`config.mk`:
```
export PLATFORM = sky130hd
export DESIGN_NAME = axi_stream_strip
export DESIGN_NICKNAME = d
export VERILOG_FILES = /design/src/rtl/axi_stream_strip.sv
export SDC_FILE = /design/constraint.sdc
export NUM_CORES = 1
export LEC_CHECK = 0
export CORE_ASPECT_RATIO = 0.6
export CORE_MARGIN = 5
export CORE_UTILIZATION = 32
export CTS_BUF_LIST = sky130_fd_sc_hd__clkbuf_4
export CTS_CLUSTER_SIZE = 14
export DETAILED_ROUTE_END_ITERATION = 10
export GPL_TIMING_DRIVEN = 0
export SETUP_SLACK_MARGIN = 0.15
export SLEW_MARGIN = 15
export SYNTH_ARGS = -nofsm -noshare
export SYNTH_HDL_FRONTEND = slang
export SYNTH_SLANG_ARGS = --single-unit
```
`constraint.sdc`:
```
create_clock -name clk -period 6.5 [get_ports clk]
set_clock_uncertainty 0.05 [all_clocks]
set_input_delay 0.975 -clock clk [delete_from_list [all_inputs] [get_ports clk]]
set_output_delay 0.975 -clock clk [all_outputs]
set_load 0.03 [all_outputs]
```
`src/rtl/axi_stream_strip.sv`:
```
// Strips a 0..DATA_BYTE_WD-1 byte header into a header beat and left-aligns the payload; AXI_STREAM_STRIP_KEEP_CHECK_EN adds a sticky keep check.
// Latency: payload beat k registers once input beat k+1 (or the last) is accepted; at most one FLUSH bubble per packet.
// Backpressure: output channels hold while valid&&!ready; FIRST beat stalls until the previous header is consumed.
module axi_stream_strip #(
    parameter int DATA_WD      = 32,
    parameter int DATA_BYTE_WD = DATA_WD >> 3,
    parameter int BYTE_CNT_WD  = $clog2(DATA_BYTE_WD)
) (
    input  logic                    clk,
    input  logic                    rst_n,
    input  logic                    valid_cmd,
    input  logic [BYTE_CNT_WD-1:0]  byte_strip_cnt,
    output logic                    ready_cmd,
    input  logic                    valid_in,
    input  logic [DATA_WD-1:0]      data_in,
    input  logic [DATA_BYTE_WD-1:0] keep_in,
    input  logic                    last_in,
    output logic                    ready_in,
    output logic                    valid_out,
    output logic [DATA_WD-1:0]      data_out,
    output logic [DATA_BYTE_WD-1:0] keep_out,
    output logic                    last_out,
    input  logic                    ready_out,
    output logic                    valid_header,
    output logic [DATA_WD-1:0]      data_header,
    output logic [DATA_BYTE_WD-1:0] keep_header,
    input  logic                    ready_header,
    output logic                    err_keep
);
    localparam int CNT_WD = BYTE_CNT_WD + 1;

    typedef enum logic [1:0] {IDLE, FIRST, STREAM, FLUSH} state_t;

    function automatic logic [DATA_BYTE_WD-1:0] top_mask(input logic [CNT_WD-1:0] cnt);
        logic [DATA_BYTE_WD-1:0] m;
        m = '0;
        for (int i = 0; i < DATA_BYTE_WD; i++)
            if (i < int'(cnt)) m[DATA_BYTE_WD-1-i] = 1'b1;
        return m;
    endfunction

    function automatic logic [CNT_WD-1:0] pop_cnt(input logic [DATA_BYTE_WD-1:0] k);
        logic [CNT_WD-1:0] c;
        c = '0;
        for (int i = 0; i < DATA_BYTE_WD; i++)
            c = c + CNT_WD'(k[i]);
        return c;
    endfunction

    function automatic logic [DATA_WD-1:0] lane_bits(input logic [DATA_BYTE_WD-1:0] k);
        logic [DATA_WD-1:0] m;
        m = '0;
        for (int i = 0; i < DATA_BYTE_WD; i++)
            m[i*8 +: 8] = {8{k[i]}};
        return m;
    endfunction

    state_t                  state, state_nxt;
    logic [BYTE_CNT_WD-1:0]  strip_n;
    logic [CNT_WD-1:0]       n_ext;
    logic [DATA_WD-1:0]      res_dat;
    logic [CNT_WD-1:0]       res_cnt;

    logic                    cmd_fire, in_fire, out_free;
    logic [DATA_WD-1:0]      data_m, data_up, data_dn;
    logic [CNT_WD-1:0]       in_cnt, left_cnt;
    logic [DATA_BYTE_WD-1:0] hdr_mask;
    logic                    out_load, res_load, hdr_load;
    logic [DATA_WD-1:0]      out_dat_nxt;
    logic [DATA_BYTE_WD-1:0] out_keep_nxt;
    logic                    out_last_nxt;

    assign n_ext    = {1'b0, strip_n};
    assign cmd_fire = valid_cmd && ready_cmd;
    assign in_fire  = valid_in && ready_in;
    assign out_free = !valid_out || ready_out;
    // Lanes outside keep are zeroed once here so every shifted copy is already clean.
    assign data_m   = data_in & lane_bits(keep_in);
    assign in_cnt   = pop_cnt(keep_in);
    assign left_cnt = (in_cnt > n_ext) ? in_cnt - n_ext : '0;
    assign hdr_mask = top_mask(n_ext);
    assign data_up  = data_m << {n_ext, 3'b000};
    assign data_dn  = data_m >> {CNT_WD'(DATA_BYTE_WD) - n_ext, 3'b000};

    always_comb begin
        state_nxt    = state;
        ready_in     = 1'b0;
        out_load     = 1'b0;
        res_load     = 1'b0;
        hdr_load     = 1'b0;
        out_dat_nxt  = '0;
        out_keep_nxt = '0;
        out_last_nxt = 1'b0;
        case (state)
            IDLE: begin
                if (cmd_fire) state_nxt = FIRST;
            end
            FIRST: begin
                ready_in = !valid_header;
                if (in_fire) begin
                    res_load  = 1'b1;
                    hdr_load  = (strip_n != '0);
                    state_nxt = last_in ? FLUSH : STREAM;
                end
            end
            STREAM: begin
                ready_in = out_free;
                if (in_fire) begin
                    out_load     = 1'b1;
                    res_load     = 1'b1;
                    out_dat_nxt  = res_dat | data_dn;
                    out_keep_nxt = '1;
                    if (last_in) begin
                        // Short last beat fits entirely behind the residue: no flush needed.
                        if (in_cnt <= n_ext) begin
                            out_keep_nxt = top_mask(CNT_WD'(DATA_BYTE_WD) - n_ext + in_cnt);
                            out_last_nxt = 1'b1;
                            state_nxt    = IDLE;
                        end else begin
                            state_nxt = FLUSH;
                        end
                    end
                end
            end
            FLUSH: begin
                if (out_free) begin
                    out_load     = 1'b1;
                    out_dat_nxt  = res_dat;
                    out_keep_nxt = top_mask(res_cnt);
                    out_last_nxt = 1'b1;
                    state_nxt    = IDLE;
                end
            end
            default: state_nxt = IDLE;
        endcase
    end

    always_ff @(posedge clk or negedge rst_n) begin
        if (!rst_n) begin
            state     <= IDLE;
            ready_cmd <= 1'b0;
            strip_n   <= '0;
            res_dat   <= '0;
            res_cnt   <= '0;
        end else begin
            state     <= state_nxt;
            ready_cmd <= (state_nxt == IDLE);
            if (cmd_fire) strip_n <= byte_strip_cnt;
            if (res_load) begin
                res_dat <= data_up;
                res_cnt <= left_cnt;
            end
        end
    end

    always_ff @(posedge clk or negedge rst_n) begin
        if (!rst_n) begin
            valid_out <= 1'b0;
            data_out  <= '0;
            keep_out  <= '0;
            last_out  <= 1'b0;
        end else if (out_load) begin
            valid_out <= 1'b1;
            data_out  <= out_dat_nxt;
            keep_out  <= out_keep_nxt;
            last_out  <= out_last_nxt;
        end else if (ready_out) begin
            valid_out <= 1'b0;
        end
    end

    always_ff @(posedge clk or negedge rst_n) begin
        if (!rst_n) begin
            valid_header <= 1'b0;
            data_header  <= '0;
            keep_header  <= '0;
        end else if (hdr_load) begin
            valid_header <= 1'b1;
            data_header  <= data_m & lane_bits(hdr_mask);
            keep_header  <= keep_in & hdr_mask;
        end else if (ready_header) begin
            valid_header <= 1'b0;
        end
    end

`ifdef AXI_STREAM_STRIP_KEEP_CHECK_EN
    logic [DATA_BYTE_WD-1:0] keep_inv;
    logic                    keep_bad;

    // MSB-contiguous keep means its complement is a run of ones from bit 0.
    assign keep_inv = ~keep_in;
    assign keep_bad = ((keep_inv & (keep_inv + DATA_BYTE_WD'(1))) != '0) ||
                      (!last_in && (keep_in != '1));

    always_ff @(posedge clk or negedge rst_n) begin
        if (!rst_n)                   err_keep <= 1'b0;
        else if (in_fire && keep_bad) err_keep <= 1'b1;
    end
`else
    assign err_keep = 1'b0;
`endif

endmodule

```
==> run_results.csv <==
group,metric,value,unit
clock_network,post_cts_resized,0,
setup_path,cpPeakStageDelay,0.75,ns
setup_path,cp_top_family,"buffers and inverters",
setup_path,reg2reg_to,"keep_out[3]$_DFFE_PN0P_",
power,intPower,1.66,mW
detailed_routing,viasPerCell,5.34,
power,power_density,450,nW/um^2
floorplanning,dieArea,20100,sq um
min_path,min_path_type,"in2async",
floorplanning,io_pins,123,
layout,antenna_cells,0,
floorplanning,std_cell_rows,37,
logic_synthesis,synthArstFlopShare,100,%
logic_synthesis,synth_cell_types,51,
detailed_routing,drc,0,
layout,mostFrequentLayoutCell,"nand2_1",
logic_synthesis,synthTopCellsByArea,"dfrtp_1 48%, nand2_1 8.2%, o21ai_0 7.0%, nor2_1 3.9%, a21oi_1 2.7%",
layout,fin_util,41.7,%
setup_path,startpoint_type,"primary input",
global_routing,grt_pass1_vias,5121,
setup_path,path_cells,"clkdlybuf4s50_1 > and2b_1 > o22ai_4 > clkdlybuf4s50_1",
clock_network,htreeDepth,3,
setup_path,rr_worst_depth,9,
setup_path,worstPathArrival,2.80,ns
timing,fmax,262,MHz
global_routing,grt-ovfl-total,0,
place,place_congestion,0.935,
place,place_area,6990,sq um
setup_path,crit_cells,4,
timing,finalSetupTns,0,ns
power,ir_drop,0.000201,V
power,pwr-share-clk,10.2,%
logic_synthesis,synth.cell_area,5530,sq um
clock_network,cts-root-buf,"clkbuf_4",
setup_path,path_buf_inv,2,
timing,finalCritPeriodShare,58.8,%
power,switching_share,48.1,%
detailed_routing,antenna_left,0,
layout,syn_to_final_growth,28.7,%
logic_synthesis,ys_seq_elements,106,
clock_network,post_cts_buffers,0,
timing,rsz0062_at_grt,"false",
detailed_routing,dr.pass1.iters,5,
detailed_routing,vias,5280,
global_routing,antenna_found_initial,0,
place,place_inst,972,
layout,seqCellArea,2650,sq um
timing,final_max_slew_viol_count,0,
timing,worst_pin_slew,0.652,ns
layout,layout_common_cells,"121 x nand2_1, 110 x clkdlybuf4s50_1, 106 x dfrtp_1",
timing,whs,0.337,ns
power,power.switching,1.54,mW
clock_network,numCtsBuffers,9,
clock_network,clock_path_buffers,2,
place,post-dp-hpwl,15600,microns
floorplanning,die_x,180,microns
global_routing,grt_max_degree,65,
clock_network,cts_hold_buf,0,
logic_synthesis,ys.flop_type,"dfrtp_1",
layout,multi_input_area,2570,sq um
power,p_seq_share,33.2,%
logic_synthesis,synth.top_cell.area_share,48.0,%
timing,period_minus_slack,3.82,ns
setup_path,r2r_start,"strip_n[1]$_DFFE_PN0P_",
clock_network,clock-sinks,106,
layout,instances_no_fill,988,
setup_path,startpoint,"ready_out",
power,pwr-share-comb,56.6,%
layout,fin_nets,808,
outcome,status,"finished clean",
setup_path,critPathKind,"in2out",
logic_synthesis,yosysTopAreaCell,"dfrtp_1",
timing,setup_viol_count_final,0,
logic_synthesis,synth_edf_count,0,
timing,hold_viol,0,
global_routing,grt_usage,19.9,%
floorplanning,core_area,17000,sq um
logic_synthesis,syn_inst,617,
logic_synthesis,ys_seq_area_share,48.0,%
clock_network,cts_tree,"done",
layout,stdcell_area,7110,sq um
detailed_routing,wl_per_cell,20.5,microns
run,max-cap-violations,0,
setup_path,path_max_fanout,9,
detailed_routing,drtIter0Drc,707,
timing,maxSlewHeadroom,56.5,%
clock_network,path_clk_slew,0.19,ns
floorplanning,die_y,112,microns
logic_synthesis,ys_warn_count,0,
power,p_leak,3.04,nW
layout,drive_gt1_share,7.16,%
global_routing,grt_pass1_wl,31200,microns
setup_path,required,5.47,ns
setup_path,cp_slowest_cell,"clkdlybuf4s50_1",
setup_path,cp-end-kind,"output pin",
logic_synthesis,syn_area_per_cell,8.96,sq um
setup_path,crit_top_cell,"clkdlybuf4s50_1",
place,portBuffers,111,
setup_path,worstSetupEndpoint,"ready_in",
clock_network,clock_latency,0.49,ns
detailed_routing,wl,20200,microns
layout,n_fill_cell,1764,
floorplanning,start_util,32.4,%
setup_path,reg2reg_slack,3.34,ns
[cell usage after synthesis (10+ instances only)]
cell type	count
buf_4	13
dfrtp_1	106
ha_1	10
nand2_1	121
buf_2	11
inv_1	13
o21ai_0	77
nor2_1	57
o31ai_1	10
a31oi_1	18
a22oi_1	17
clkbuf_1	30
a21oi_1	30
[per-layer routing]
| layer | global-route usage [%] | vias to the layer above | part of all wire (%) |
|---|---|---|---|
| li1 | - | 2417 | - |
| met5 | 0 | - | 0 |
| met1 | 31.5 | 2539 | 48 |
| met4 | 3.30 | 0 | 1.0 |
| met3 | 5.39 | 24 | 12 |
| met2 | 27.1 | 300 | 39 |
[flip-flops by register name (all words and copies together) (netlist names)]
register and flops:
data_out 32, res_dat 32, data_header 24, keep_out 4
keep_header 3, res_cnt 3, state 2, strip_n 2
last_out 1, ready_cmd 1, valid_header 1, valid_out 1
[cell families (layout without fill, tap and decap cells)]
logic type / Yosys count / count (layout) / share of synthesized area (%)
simple gates: 214 / 214 / 17.1
other cells: 1 / 10 / 0.0679
mux: 5 / 5 / 1.02
compound gates: 203 / 203 / 23.5
flops: 106 / 106 / 48.0
xor+xnor: 3 / 3 / 0.476
buf+inv: 71 / 199 / 6.09
fa+ha+maj: 14 / 14 / 3.71
[metrics by stage]
step	setup slack, ns	power, mW
floorplan	3.12	2.14
global placement	0.188	2.85
detailed placement	2.22	2.86
CTS	2.66	3.19
global route	2.59	3.40
finish	2.68	3.20
[worst register-to-register path: stages (launching register included)]
cell,delay (ns)
dfrtp_1,0.51
inv_1,0.29
clkbuf_1,0.45
ha_1,0.43
fa_1,0.46
xor2_1,0.17
xnor2_1,0.14
a21oi_1,0.12
nor3b_1,0.33
nand3_1,0.10
[power by group through the flow]
stage	Sequential, mW	Clock (mW)	Combinational (mW)
2_1_floorplan	1.36	0	0.784
3_3_place_gp	1.07	0	1.78
3_5_place_dp	1.07	0	1.79
4_1_cts	1.06	0.332	1.79
5_1_grt	1.09	0.357	1.95
6_report	1.06	0.325	1.81
[area by class of cell]
type                    count  share of cell area (%)
clock inverters             7                   0.704
flip-flops and latches    106                    37.3
repair buffers            112                    16.0
plain buffers              58                    4.05
multi-input cells         449                    36.1
clock buffers               9                   0.950
inverters                  13                   0.686
well taps                 234                    4.12
[how the worst min path moves through the flow]
stage,endpoint,slack [ns],cells after the start
6_report,res_dat[3]$_DFFE_PN0P_,0.34,1
3_3_place_gp,data_out[3]$_DFFE_PN0P_,0.41,2
5_1_grt,res_dat[3]$_DFFE_PN0P_,0.33,1
3_5_place_dp,data_out[7]$_DFFE_PN0P_,0.41,2
4_1_cts,data_out[14]$_DFFE_PN0P_,0.32,1
2_1_floorplan,res_dat[10]$_DFFE_PN0P_,0.40,2
Note: power is estimated with default switching activity, not from simulation.
